File: src/rtl/counter_sweep_ctrl.sv
// Triangle-sweep sequencer for a shared up/down counter.
// Ports: clk/rst, start/abort, limits, n_sweeps, cnt_in -> cnt_updown/cnt_rst, busy/done/err/sweep_cnt.
module counter_sweep_ctrl #(
  parameter int WIDTH = 8
) (
  input  logic             clk,
  input  logic             rst,
  input  logic             start,
  input  logic             abort,
  input  logic [WIDTH-1:0] lo_limit,
  input  logic [WIDTH-1:0] hi_limit,
  input  logic [7:0]       n_sweeps,
  input  logic [WIDTH-1:0] cnt_in,
  output logic             cnt_updown,
  output logic             cnt_rst,
  output logic             busy,
  output logic             done,
  output logic             err,
  output logic [7:0]       sweep_cnt
);

  typedef enum logic [1:0] {
    IDLE,
    UP,
    DOWN,
    DONE
  } state_t;

  localparam logic [WIDTH-1:0] ONE = WIDTH'(1);

  state_t           state;
  logic [WIDTH-1:0] lo_q;
  logic [WIDTH-1:0] hi_q;
  logic [WIDTH-1:0] exp_cnt;
  logic [7:0]       sweep_nxt;
  logic             mismatch;

  assign sweep_nxt = sweep_cnt + 8'd1;
  assign mismatch  = (cnt_in != exp_cnt);

  always_ff @(posedge clk) begin
    if (rst) begin
      state      <= IDLE;
      lo_q       <= '0;
      hi_q       <= '0;
      exp_cnt    <= '0;
      cnt_rst    <= 1'b1;
      cnt_updown <= 1'b1;
      busy       <= 1'b0;
      done       <= 1'b0;
      err        <= 1'b0;
      sweep_cnt  <= '0;
    end else begin
      done <= 1'b0;
      // Shadow of the counter: follows the controls it
      // saw on this edge.
      if (cnt_rst)
        exp_cnt <= '0;
      else if (cnt_updown)
        exp_cnt <= exp_cnt + ONE;
      else
        exp_cnt <= exp_cnt - ONE;

      unique case (state)
        IDLE: begin
          if (start && !abort) begin
            if (lo_limit < hi_limit) begin
              lo_q       <= lo_limit;
              hi_q       <= hi_limit;
              sweep_cnt  <= '0;
              err        <= 1'b0;
              cnt_rst    <= 1'b0;
              cnt_updown <= 1'b1;
              busy       <= 1'b1;
              state      <= UP;
            end else begin
              err <= 1'b1;
            end
          end
        end
        UP: begin
          if (abort || mismatch) begin
            if (!abort) err <= 1'b1;
            cnt_rst    <= 1'b1;
            cnt_updown <= 1'b1;
            busy       <= 1'b0;
            state      <= IDLE;
          end else if (cnt_in == hi_q - ONE) begin
            // Reverse one early: the counter acts
            // a cycle after us, so it peaks at hi.
            cnt_updown <= 1'b0;
            state      <= DOWN;
          end
        end
        DOWN: begin
          if (abort || mismatch) begin
            if (!abort) err <= 1'b1;
            cnt_rst    <= 1'b1;
            cnt_updown <= 1'b1;
            busy       <= 1'b0;
            state      <= IDLE;
          end else if (cnt_in == lo_q + ONE) begin
            sweep_cnt <= sweep_nxt;
            if (n_sweeps != 8'd0 &&
                sweep_nxt == n_sweeps) begin
              cnt_rst <= 1'b1;
              done    <= 1'b1;
              state   <= DONE;
            end else begin
              cnt_updown <= 1'b1;
              state      <= UP;
            end
          end
        end
        DONE: begin
          cnt_rst    <= 1'b1;
          cnt_updown <= 1'b1;
          busy       <= 1'b0;
          state      <= IDLE;
        end
      endcase
    end
  end

endmodule

File: config.mk
export PLATFORM = sky130hd
export DESIGN_NAME = counter_sweep_ctrl
export DESIGN_NICKNAME = d
export VERILOG_FILES = /design/src/rtl/counter_sweep_ctrl.sv
export SDC_FILE = /design/constraint.sdc
export NUM_CORES = 1
export LEC_CHECK = 0
export BUFFER_PORTS_ARGS = -buffer_cell sky130_fd_sc_hd__buf_2
export CAP_MARGIN = 20
export CELL_PAD_IN_SITES_DETAIL_PLACEMENT = 1
export CELL_PAD_IN_SITES_GLOBAL_PLACEMENT = 2
export CORE_UTILIZATION = 37
export CTS_BUF_LIST = sky130_fd_sc_hd__clkbuf_4 sky130_fd_sc_hd__clkbuf_8
export DETAILED_ROUTE_END_ITERATION = 10
export GPL_ROUTABILITY_DRIVEN = 0
export PLACE_DENSITY = 0.95
export REMOVE_ABC_BUFFERS = 1
export SYNTH_ARGS = -nofsm -noshare
export SYNTH_HDL_FRONTEND = slang
export SYNTH_SLANG_ARGS = --single-unit
File: constraint.sdc
create_clock -name clk -period 4.1 [get_ports clk]
set_clock_uncertainty 0.05 [all_clocks]
set_input_delay 0.82 -clock clk [delete_from_list [all_inputs] [get_ports clk]]
set_output_delay 0.82 -clock clk [all_outputs]
set_load 0.02 [all_outputs]
* Word level (Yosys, flattened, before mapping)
Cells that the tools add are included.
** Storage, ports and cells
- Latch bits :: 0
- Output and inout port bits :: 13
- Memories :: 0
- Bits in writable memories :: 0
- ROM bits :: 0
- Bits of input ports :: 36
- Flip-flop bits (word level) :: 39
- Logic and storage cells :: 91
** Operators by class
- Eq/ne operators :: 18
- Magnitude comparators :: 1
- Add/subtract/negate cells :: 5
- Shifts and indexed selects :: 0
- Reductions and logical operators :: 18
- Bitwise gates (word level) :: 2
- Divide/modulo/power cells :: 0
- $mul :: 0
- Multiplexer cells :: 37
** Operators by type and width (number)
- $mux W8 :: 5
- $add A8 B1 Y8 const B :: 3
- $eq A8 B8 Y1 :: 3
- $mux W1 :: 19
- $pmux W8 S2 :: 1
- $sub A8 B1 Y8 const B :: 2
- $reduce_and A5 Y1 :: 3
- $mux W2 :: 7
- $ne A2 B2 Y1 const B :: 6
- $ne A3 B3 Y1 const B :: 4
- $lt A8 B8 Y1 :: 1
- $ne A8 B8 Y1 :: 1
- $pmux W1 S4 :: 2
- $pmux W2 S4 :: 1
- $reduce_and A4 Y1 :: 2
- $reduce_bool A8 Y1 :: 1
- $reduce_and A3 Y1 :: 2
- $eq A2 B2 Y1 const B :: 2
- $reduce_bool A2 Y1 :: 2
- $reduce_or A2 Y1 :: 2
- $reduce_or A4 Y1 :: 1
- $pmux W1 S3 :: 1
- $eq A2 B1 Y1 const B :: 1
- $logic_and A1 B1 Y1 :: 2
- other kinds (6) :: 7

* Logic depth before layout (Yosys ltp)
Gate-level depths: netlist (run 1).
- Depth after elaboration :: 7
- Mapped depth :: 10

* Worst setup path before layout (run 1)
Ideal clock, no wire load.
- Path type :: in2reg
- Start point :: input port cnt_in[5]
- End point :: register cnt_updown
- Library setup time :: 0.114 ns
- Arrival time :: 2.898 ns
- Slack :: 1.038 ns
- Cell stages on the path :: 8
- Cell sequence :: xnor2_1 -> or3_1 -> a2111oi_2 -> nand4_1 -> nor2b_1 -> a211o_1 -> or4_1 -> a21o_1
** On the way
- Cells in the longest elaborated chain, start to end :: 4
- Elaborated cells between the ends (all ways) :: 11
- Classes of those cells :: eq/ne: 6; mux: 3; reduce/logical: 2
** Ends and longest elaborated chain
- from (decl) :: line 13 : input logic [WIDTH-1:0] cnt_in,
- $ne A8 B8 Y1 :: line 39 : assign mismatch = (cnt_in != exp_cnt);
- $logic_or A1 B1 Y1 :: line 82, 96
- $ne A3 B3 Y1 (no source line) (tied with other cells)
- $reduce_and A5 Y1 (no source line) / $pmux W1 S4 (equally long branches)
- to (signal assigned) :: line 48 : cnt_updown <= 1'b1;
- to (signal assigned) :: line 85 : cnt_updown <= 1'b1;
- to (signal assigned) :: line 99 : cnt_updown <= 1'b1;
- to (decl) :: line 14 : output logic cnt_updown,
Several ways; a longest one is shown, not always the timed one.
A chain may end at the register's enable or synchronous reset.

* Final worst setup path (run 1)
Same ends and word-level chain as after synthesis.

==> reports/qor.yml, run 1 <==
cts:
  path_clk_slew_ps: 80
  numClockSinks: 39
  cts_setup_buffers: 0
  cts_buffers: 5
  holdBufCountCts: 0
  post_cts_resized: 0
  clock_latency_ps: 290
  htree_num_levels: 2
  tritoncts: "yes"
  clockRootBuffer: "clkbuf_8"
  clock_path_buffers: 2
pwr:
  p_total_uw: 926.1
  powerDensity_nw_per_um2: 296.8
  seq_power_share_pct: 43.8
  pwr-share-clk_pct: 36.2
  power.leakage_uw: 0.001456
  p_switching_uw: 256.1
  p_sw_share_pct: 27.65
  vdd_drop_max_mv: 0.1554
  p_comb_share_pct: 20.1
  p_int_uw: 670.1
finish:
  instances_no_fill: 461
  postLayoutCoreUtil_pct: 45.43
  multiInputGateArea_sq_um: 1783
  area_delta_synth_final_pct: 17.25
  final_nets: 420
  fin_area_sq_um: 3120
  fill_cells: 872
  layout_commonest_cell: "buf_2"
  drive_gt1_share_pct: 17.53
  ff_latch_area_sq_um: 780.7
  final_cell_mix: "buf_2 (48), dfxtp_1 (39), xnor2_1 (34)"
  antenna_cells: 0
drt:
  first_pass_iters: 4
  vias: 2409
  via_per_inst: 5.226
  drt_iter0_markers: 78
  wirelength_mm: 6.891
  ant_nets: 0
  drc: 0
  drt-wirelength-per-cell_microns: 14.95
timing:
  final_max_slew_viol_count: 0
  slew_headroom_pct: 49.04
  fin_crit_ps: 3146
  fmax_mhz: 317.9
  period_share_pct: 76.73
  setup_tns_ps: 0
  finalSetupViolations: 0
  rsz0062_at_grt: "no"
  worst_pin_slew_ps: 762.5
  finalHoldViolCount: 0
floorplanning:
  start_util_pct: 38.74
  die_w_microns: 86.81
  die_y_microns: 86.81
  rows: 30
  fp.dieArea_sq_um: 7536
  coreArea_sq_um: 6869
  num_io_pins: 49
outcome:
  outcome: "finished, final reports clean"
setup_path:
  crit_required_ps: 4240
  path_buf_inv: 1
  end_kind: "register"
  crit_type: "in -> reg"
  path_max_fanout: 6
  critPathLaunchType: "input port"
  crit_chain: "buf_2 -> xnor2_1 -> or3_1 -> a2111oi_2 -> nand4_1 -> nor2b_1 -> a211o_1 -> or4_1 -> a21o_1"
  cp_slowest_cell: "or4_1"
  crit_family: "simple AND/OR/NAND/NOR gates"
  max_stage_delay_ps: 520
  worstPathArrival_ps: 3280
synth:
  synthCells: 316
  synthAdderAreaFrac_pct: 9.685
  yosys-top-cells-area: "dfxtp_1 (29%), xnor2_1 (11%), ha_1 (8.9%), xor2_1 (5.3%), mux2i_1 (4.1%)"
  synth_ff_type: "dfxtp_1"
  ys_seq_area_share_pct: 29.34
  synth_area_sq_um: 2661
  synthArstFlopShare_pct: 0
  yosysTopAreaCellShare_pct: 29.34
  synthMuxAreaShare_pct: 4.560
  synth-simple-area-share_pct: 20.03
  yosys_warnings: 0
  synth_top_family_by_area: "simple AND/OR/NAND/NOR gates"
  synth_compound_area_share_pct: 16.27
  yosys.area.top_type: "dfxtp_1"
  ys_seq_elements: 39
  ys_types: 47
  synth_edf_count: 0
  avgSynthCellArea_sq_um: 8.422
  synthXorXnorAreaFrac_pct: 16.46
place:
  dp_cells: 453
  dp_hpwl_mm: 5.579
  io_buffers: 48
  placed_cell_area_sq_um: 3003
global_routing:
  grt_pass1_vias: 2518
  grtUsageTotal_pct: 19.73
  grt_antenna_before_repair: 0
  grt_pass1_wl_mm: 11.65
  grt_max_degree: 25
  gr-total-overflow: 0
run:
  drv_cap: 0
hold_path:
  hold_path_class: "reg -> reg"
[path summary, 6_finish.rpt]
kind,from,to,slack [ps],cells after the start
max,cnt_in[5],cnt_updown$_SDFFE_PP1P_,950,9
min,lo_q[5]$_SDFFE_PP0P_,lo_q[5]$_SDFFE_PP0P_,450,2
max reg2reg,lo_q[3]$_SDFFE_PP0P_,cnt_updown$_SDFFE_PP1P_,1120,8
min reg2reg,lo_q[5]$_SDFFE_PP0P_,lo_q[5]$_SDFFE_PP0P_,450,2
[kinds of logic after synthesis]
group / after synthesis
xor gates and xnor gates: 50
DFF: 39
adders and majority gates: 20
AOI/OAI and AO/OA: 65
and+or+nand+nor: 104
muxes: 12
buffers and inverters: 26
[sequential cells by signal (all words and copies together), names as in the netlist, 2 cells and up]
name / cells
exp_cnt: 8
hi_q: 8
lo_q: 8
state: 2
sweep_cnt: 8
[per-stage QoR]
step	hold WS [ps]	worst slack [ps]
final	445.6	954.0
after floorplan	392.8	1038
after CTS	452.0	963.8
after detailed placement	428.3	659.0
after global routing	482.1	824.1
after global placement	416.9	748.6
[synth_stat cells (6+ instances only)]
cell type / instances
a21o_1: 14
a21oi_1: 21
clkbuf_1: 9
dfxtp_1: 39
ha_1: 19
inv_1: 16
mux2i_1: 11
nand2_1: 18
nand2b_1: 10
nand3_1: 15
nor2_1: 27
nor4_1: 6
o21ai_0: 6
xnor2_1: 34
xor2_1: 16
[power groups by stage]
stage	clock [uW]	combinational [uW]	sequential [uW]
after floorplan	0	118	415
after global placement	0	180	414
after detailed placement	0	187	415
after CTS	345	188	406
after global routing	360	207	407
final	335	186	405
[per-layer routing]
metal  part of all wire [%]  vias to the layer above  track usage [%]
li1                       -                     1208                -
met1                     45                     1155            24.33
met2                     51                       42            35.79
met3                    3.2                        4            3.619
met4                   0.70                        0            3.636
met5                      0                        -                0
[tightest hold or removal path: stages (launching register included)]
cell and delay [ps]:
dfxtp_1 330, nand2_1 60, a21oi_1 50
[final cells by class]
type,instances,share of cell area [%]
well taps,96,3.849
flip-flops and latches,39,25.02
clock buffers,6,2.646
clock inverters,2,1.123
multi-input cells,251,57.14
inverters,17,2.045
repair buffers,50,8.180
Power figures use the tool's default switching activity.
==> inputs of run 2 (changes only) <==
- CORE_UTILIZATION: 37 -> 31
- PLACE_DENSITY: 0.95 -> 0.88
- clock period: 4.1 -> 2.75 ns (I/O delays scaled with it)
==> run 2 against run 1 <==
Design area rose by 4.9%. Flip-flop and latch count did not move. Die area rose by 19%. Core utilization fell by 5.8 points. Via count rose by 1.1%. Non-clock buffer count rose by 15.
==> reports/qor.yml, run 2 (synthesis results as in run 1) <==
outcome:
  outcome: "finished, final reports clean"
setup_path:
  critPathLaunchType: "input port"
  crit_required_ps: 2890
  crit_family: "simple AND/OR/NAND/NOR gates"
  max_stage_delay_ps: 500
  cp_slowest_cell: "or4_1"
  reg2reg_depth: 9
  end_kind: "register"
  path_max_fanout: 2
  crit_cells: 9
  worstPathArrival_ps: 2790
  crit_chain: "buf_2 -> xnor2_1 -> or3_4 -> a2111oi_4 -> nand4_1 -> nor2b_2 -> a211o_1 -> or4_1 -> a21o_1"
  path_buf_inv: 1
  crit_type: "in -> reg"
hold_path:
  hold_path_class: "reg -> reg"
  hold_depth: 2
pwr:
  p_sw_share_pct: 30.08
  p_comb_share_pct: 23.2
  power.leakage_uw: 0.001523
  seq_power_share_pct: 45.8
  p_int_uw: 920.4
  powerDensity_nw_per_um2: 402.0
  p_switching_uw: 395.9
  pwr-share-clk_pct: 31.0
  vdd_drop_max_mv: 0.2017
drt:
  first_pass_iters: 4
  wirelength_mm: 7.106
  drt_iter0_markers: 76
  drt-wirelength-per-cell_microns: 14.65
  via_per_inst: 5.021
  drc: 0
  ant_nets: 0
  vias: 2435
floorplanning:
  start_util_pct: 32.23
  fp.dieArea_sq_um: 8960
  num_io_pins: 49
  die_y_microns: 94.66
  die_w_microns: 94.66
  coreArea_sq_um: 8258
  rows: 33
cts:
  clockRootBuffer: "clkbuf_8"
  path_clk_slew_ps: 80
  htree_num_levels: 2
  numClockSinks: 39
  tritoncts: "yes"
  clock_latency_ps: 290
  holdBufCountCts: 0
  clock_path_buffers: 2
  cts_buffers: 5
  cts_setup_buffers: 0
global_routing:
  grt_max_degree: 25
  grt_antenna_before_repair: 0
  grtUsageMet2_pct: 32.55
  grt_pass1_wl_mm: 12.34
  grtUsageTotal_pct: 17.50
  grt_most_used_layer: "met2"
  met1_usage_pct: 21.13
  gr-total-overflow: 0
  grt_pass1_vias: 2603
  met3_usage_pct: 2.415
finish:
  layout_commonest_cell: "buf_2"
  final_nets: 435
  antenna_cells: 0
  fin_area_sq_um: 3274
  final_cell_mix: "buf_2 (48), dfxtp_1 (36), xnor2_1 (34)"
  area_delta_synth_final_pct: 23.04
  drive_gt1_share_pct: 23.95
timing:
  rsz0062_at_grt: "yes"
  slew_headroom_pct: 59.42
  finalSetupViolations: 0
  fin_crit_ps: 2654
  worst_pin_slew_ps: 605.4
  period_share_pct: 96.50
  final_max_slew_viol_count: 0
  setup_ws_ps: 96.37
  fmax_mhz: 376.8
  finalHoldViolCount: 0
place:
  io_buffers: 48
  dp_hpwl_mm: 5.755
  placed_cell_area_sq_um: 3127
  place_ws_ps: -258.9
run:
  drv_cap: 0
## run 2: cell type report
class	instances	area [sq um]
sequential	39	784.5
clock buffer	7	83.83
tap	105	131.4
timing repair buffer	65	367.9
inverter	17	63.81
fill	1041	4984
clock inverter	1	5.005
multi-input combinational	251	1838
## run 2: power by group through the flow
stage	Sequential, uW	Combinational, uW	Clock [uW]
floorplan	618	177	0
global placement	615	288	0
detailed placement	616	297	0
CTS	602	300	424
global route	606	344	443
finish	603	305	408
## run 2: tightest hold or removal path, cell delays in order, from the launching register on
cell,delay (ps)
dfxtp_1,330
nand2_1,60
a21oi_1,50
## run 2: final timing paths
check	start	endpoint	slack, ps
worst max-delay path	cnt_in[5]	cnt_updown$_SDFFE_PP1P_	100
worst min-delay path	lo_q[7]$_SDFFE_PP0P_	lo_q[7]$_SDFFE_PP0P_	430
worst max register to register	lo_q[3]$_SDFFE_PP0P_	cnt_updown$_SDFFE_PP1P_	100
worst min register to register	lo_q[7]$_SDFFE_PP0P_	lo_q[7]$_SDFFE_PP0P_	430
## run 2: what timing repair did
| action | in CTS | in global routing |
|---|---|---|
| cloned | 0 | 0 |
| resized for setup | 1 | 14 |
| pin swaps | 0 | 2 |
| endpoints found under the setup margin | 1 | 10 |
## run 2: layer usage
layer	vias to the layer above	wire, microns
met5	-	0
met4	0	68
met3	9	161
met2	34	3634
met1	1162	3242
li1	1230	-
## run 2: stage by stage
stage | utilization, % | power (uW) | setup TNS (ps) | std cells | hold slack (ps)
2_1_floorplan | - | 794.8 | -41.55 | 307 | 392.8
3_3_place_gp | 37.86 | 902.7 | -1002 | 477 | 416.8
3_5_place_dp | 37.86 | 912.9 | -1568 | 477 | 425.2
4_1_cts | 38.97 | 1327 | 0 | 485 | 437.4
5_1_grt | 39.65 | 1394 | -20.62 | 485 | 461.8
6_report | 39.65 | 1316 | 0 | 485 | 432.2
